File: src/rtl/seq_det_sched.sv
// seq_det_sched: round-robin sharing of one serial 1011 Mealy detector between two word requesters
module seq_det_sched #(
    parameter int DATA_W = 8,
    parameter int CNT_W  = 4
) (
    input  logic              clk,
    input  logic              rst,
    input  logic [1:0]        req_valid,
    input  logic [DATA_W-1:0] req_data0,
    input  logic [DATA_W-1:0] req_data1,
    output logic [1:0]        req_ready,
    output logic              det_bit,
    output logic              det_clr,
    input  logic              det_hit,
    output logic              rsp_valid,
    output logic              rsp_id,
    output logic [CNT_W-1:0]  rsp_count,
    input  logic              rsp_ready
);
    localparam int BW = DATA_W > 1 ? $clog2(DATA_W) : 1;

    typedef enum logic [1:0] {IDLE, CLR, SHIFT, RESP} state_t;

    state_t            state, state_nx;
    logic              rr_ptr;
    logic [DATA_W-1:0] shreg;
    logic [BW-1:0]     bit_cnt;
    logic [CNT_W-1:0]  hit_cnt;
    logic              any_req, gnt, last_bit;

    assign any_req  = |req_valid;
    assign gnt      = &req_valid ? rr_ptr : req_valid[1];
    assign last_bit = bit_cnt == BW'(DATA_W - 1);

    // state register
    always_ff @(posedge clk) begin
        if (rst) state <= IDLE;
        else     state <= state_nx;
    end

    // next-state: one clear cycle, DATA_W shift cycles, then hold the response until taken
    always_comb begin
        state_nx = IDLE;
        case (state)
            IDLE:    state_nx = any_req ? CLR : IDLE;
            CLR:     state_nx = SHIFT;
            SHIFT:   state_nx = last_bit ? RESP : SHIFT;
            RESP:    state_nx = rsp_ready ? IDLE : RESP;
            default: state_nx = IDLE;
        endcase
    end

    // outputs: reset forces the detector into clear and silences both handshakes at once
    always_comb begin
        req_ready = (!rst && state == IDLE && any_req) ? (gnt ? 2'b10 : 2'b01) : 2'b00;
        det_clr   = rst || state == CLR;
        det_bit   = !rst && state == SHIFT && shreg[DATA_W-1];
        rsp_valid = !rst && state == RESP;
        rsp_count = hit_cnt;
    end

    // datapath: load the granted word, shift it MSB-first and count saturating hits
    always_ff @(posedge clk) begin
        if (rst) begin
            rr_ptr  <= 1'b0;
            shreg   <= '0;
            bit_cnt <= '0;
            hit_cnt <= '0;
            rsp_id  <= 1'b0;
        end else begin
            case (state)
                IDLE: if (any_req) begin
                    shreg   <= gnt ? req_data1 : req_data0;
                    rsp_id  <= gnt;
                    hit_cnt <= '0;
                    rr_ptr  <= ~gnt;
                end
                CLR: bit_cnt <= '0;
                SHIFT: begin
                    shreg   <= shreg << 1;
                    bit_cnt <= bit_cnt + BW'(1);
                    if (det_hit && hit_cnt != '1) hit_cnt <= hit_cnt + CNT_W'(1);
                end
                default: ;
            endcase
        end
    end
endmodule
File: config.mk
export PLATFORM = sky130hd
export DESIGN_NAME = seq_det_sched
export DESIGN_NICKNAME = d
export VERILOG_FILES = /design/src/rtl/seq_det_sched.sv
export SDC_FILE = /design/constraint.sdc
export NUM_CORES = 1
export LEC_CHECK = 0
export CORE_ASPECT_RATIO = 0.75
export CORE_MARGIN = 4
export CORE_UTILIZATION = 47
export CTS_BUF_LIST = sky130_fd_sc_hd__clkbuf_8 sky130_fd_sc_hd__clkbuf_16
export DETAILED_ROUTE_END_ITERATION = 8
export PLACE_DENSITY_LB_ADDON = 0.05
export SLEW_MARGIN = 30
export SYNTH_ARGS = -nofsm -noshare
export SYNTH_HDL_FRONTEND = slang
export SYNTH_SLANG_ARGS = --single-unit
export TNS_END_PERCENT = 5
File: constraint.sdc
create_clock -name clk -period 2.1 [get_ports clk]
set_input_delay 0.42 -clock clk [delete_from_list [all_inputs] [get_ports clk]]
set_output_delay 0.42 -clock clk [all_outputs]
set_load 0.01 [all_outputs]
==> impl_metrics.csv <==
group,metric,value,unit
yosys,synth_top_area_frac,0.333,
yosys,synth_area,1140,µm²
timing,final.min_clock_period,1.96,ns
cts,cts_tree,"done",
timing,fin_crit_sh,0.934,
timing,drv_slew,0,
setup_path,cpPeakStageDelay,0.43,ns
power,sw_frac_of_total,0.310,
power,internal_power,0.701,mW
global_routing,grt_pass1_wl,4.62,mm
floorplan,die-area,3290,µm²
floorplan,row_count,15,
timing,setup_viol,0,
placed_design,portBuffers,31,
setup_path,startpoint,"rst",
yosys,synth_area_leaders,"dfxtp_1 (33%), ha_1 (8.8%), a21oi_1 (6.6%)",
cts,cts.clk_slew.worst_paths,0.07,ns
yosys,synth_area_per_cell,8.65,µm²
setup_path,r2r_start,"state[0]$_SDFF_PP0_",
floorplan,die_x,64.9,µm
timing,rsz0062_at_grt,"no",
power,p_seq_frac,0.414,
route,viasPerCell,5.49,
timing,max-slew-margin-rel,0.630,
route,wire_per_inst,13.3,µm
setup_path,path_cells,"clkdlybuf4s50_1 -> buf_4 -> or2_1 -> dlygate4sd2_1",
power,powerDensity,638,nW/µm²
route,drt_iter0_drc,105,
cts,clock_latency,0.26,ns
cts,clock_path_buffers,2,
flow_run,cap_violations,0,
setup_path,crit_family,"buffers and inverters",
setup_path,endpoint,"det_clr",
timing,skew,0.000672,ns
cells_and_area,post-route-util,0.690,
worst_hold_path,worstHoldStart,"shreg[0]$_SDFFE_PP0P_",
setup_path,criticalPathCategory,"primary input to primary output",
route,drt-pass1-iter-count,4,
setup_path,arrival,1.54,ns
yosys,synth-seq-area-share,0.333,
power,p_leak,0.637,nW
floorplan,core-area,2310,µm²
timing,worst_slew_pin_slew,0.556,ns
cts,postCtsResizedCells,5,
cts,cts.sinks,19,
yosys,synth_largest_area_cell,"dfxtp_1",
setup_path,crit_cells,4,
setup_path,r2r_slack,0.17,ns
yosys,synth_commonest_cells,"dfxtp_1 (19), a21oi_1 (15), a21boi_0 (8), ha_1 (8), o21ai_0 (8)",
cts,postCtsSetupBuffers,0,
cells_and_area,multiInputGateArea,699,µm²
placed_design,dp_hpwl,2.20,mm
placed_design,dp_cells,203,
setup_path,critPathBufInv,3,
yosys,syn_nets,162,
timing,fmax,510,MHz
cells_and_area,regArea,380,µm²
power,p_comb_frac,0.338,
power,p_sw,0.316,mW
cells_and_area,syn_to_final_growth,39.4,%
cells_and_area,final.fill_count,197,
yosys,yosysMostFrequentCell,"dfxtp_1",
power,pwr-share-clk,0.248,
yosys,synth_edf_count,0,
route,drt-total-wl,2.75,mm
route,vias,1137,
yosys,yosys_warnings,0,
cells_and_area,fin_nets,204,
yosys,synthCells,132,
power,ir_worst_vdd,583,µV
floorplan,start_util,0.495,
setup_path,crit_path_top_delay_cell,"clkdlybuf4s50_1",
global_routing,grtUsageTotal,0.177,
placed_design,gp_congestion,0.894,
route,drc,0,
global_routing,gr-total-overflow,0,
run_status,status,"complete, no violations",
yosys,yosys.cell_types.count,39,
yosys,synthArstFlopShare,0,
setup_path,rr_worst_depth,7,
global_routing,antenna_found_initial,0,
yosys,ys.flop_type,"dfxtp_1",
setup_path,r2r_end,"rsp_count[3]$_SDFFE_PP0P_",
floorplan,die_height,50.7,µm
setup_path,critPathMaxFanout,8,
yosys,synth-seq-cells,19,
timing,timing.final.hold_violations,0,
global_routing,grt_max_degree,17,
cells_and_area,final_cells,207,
power,power,1.02,mW
cells_and_area,diodes,0,
worst_hold_path,hold_class,"register to register",
cts,cts_buffers,3,
route,ant_nets,0,
floorplan,ioPinCount,32,
cts,htree_levels,1,
cells_and_area,final_layout_size_suffix_gt1_frac,0.156,
timing,setup_tns,0,ns
cts,cts_root_buf,"clkbuf_8",
setup_path,cp-start-kind,"primary input",
setup_path,critPathCaptureType,"primary output",
global_routing,grt_pass1_vias,1060,
setup_path,worstPathRequired,1.68,ns
cts,holdBufCountCts,0,
flip-flops by register name, indices dropped and copies added (netlist names):
name and cells:
state 2, rr_ptr 1, rsp_count 4, bit_cnt 3, rsp_id 1, shreg 8
worst reg2reg max path: stages (launching register included):
cell and delay, ns:
dfxtp_1 0.37, inv_1 0.10, ha_1 0.26, buf_4 0.17, or3b_4 0.24, o21ai_2 0.16
or4_1 0.44, a21boi_1 0.14
worst min-delay path by stage:
stage	to	slack [ns]	depth (start not counted)
after floorplan	shreg[0]$_SDFFE_PP0P_	0.43	2
after global placement	shreg[0]$_SDFFE_PP0P_	0.44	2
after detailed placement	shreg[0]$_SDFFE_PP0P_	0.45	2
after CTS	shreg[0]$_SDFFE_PP0P_	0.46	2
after global routing	shreg[0]$_SDFFE_PP0P_	0.48	2
final	shreg[0]$_SDFFE_PP0P_	0.45	2
logic make-up after synthesis:
logic type | Yosys count | synth area share
buffers and inverters | 11 | 0.0569
AO/OA/AOI/OAI | 52 | 0.300
AND/OR/NAND/NOR | 42 | 0.222
adder cells (fa/ha/maj) | 8 | 0.0876
flip-flops | 19 | 0.333
power groups by stage:
stage               logic, mW  clock network [mW]  registers (mW)
floorplan               0.228                   0           0.424
global placement        0.338                   0           0.427
detailed placement      0.344                   0           0.429
CTS                     0.341               0.262           0.420
global route            0.380               0.280           0.426
finish                  0.344               0.252           0.421
cell type report:
type,instances,area share
clock buffers,3,0.0259
clock inverters,1,0.00314
inverters,2,0.00471
multi-input cells,102,0.439
flip-flops and latches,19,0.239
well taps,34,0.0267
repair buffers,46,0.262
metrics by stage:
stage	cell area (µm²)	worst slack (ns)	hold WS, ns
4_1_cts	1590	0.130	0.462
2_1_floorplan	1140	0.407	0.432
3_5_place_dp	1550	-0.124	0.451
3_3_place_gp	1550	-0.111	0.440
6_report	1590	0.138	0.454
5_1_grt	1590	0.0360	0.483
routing by layer:
| layer | track usage | vias to the layer above | part of all wire |
|---|---|---|---|
| met1 | 0.218 | 533 | 0.45 |
| met2 | 0.314 | 27 | 0.49 |
| li1 | - | 575 | - |
| met5 | 0 | - | 0 |
| met3 | 0.0403 | 2 | 0.053 |
| met4 | 0.0386 | 0 | 0.0040 |
placed cells by master (no fill, tap or decap), types with 2 or more instances in the layout:
cell type        count
clkdlybuf4s50_1     26
dfxtp_1             19
a21oi_1             15
buf_4               15
a21boi_0             8
o21ai_0              8
ha_1                 8
and3_1               7
a22oi_1              6
nand2b_1             5
nand2_1              5
nor2_1               5
dlygate4sd2_1        5
nand3_1              4
nand3b_1             3
nor2b_1              3
clkbuf_8             3
a21boi_1             2
a221oi_1             2
o21ai_1              2
No activity file was read; power rests on OpenSTA's default activity.
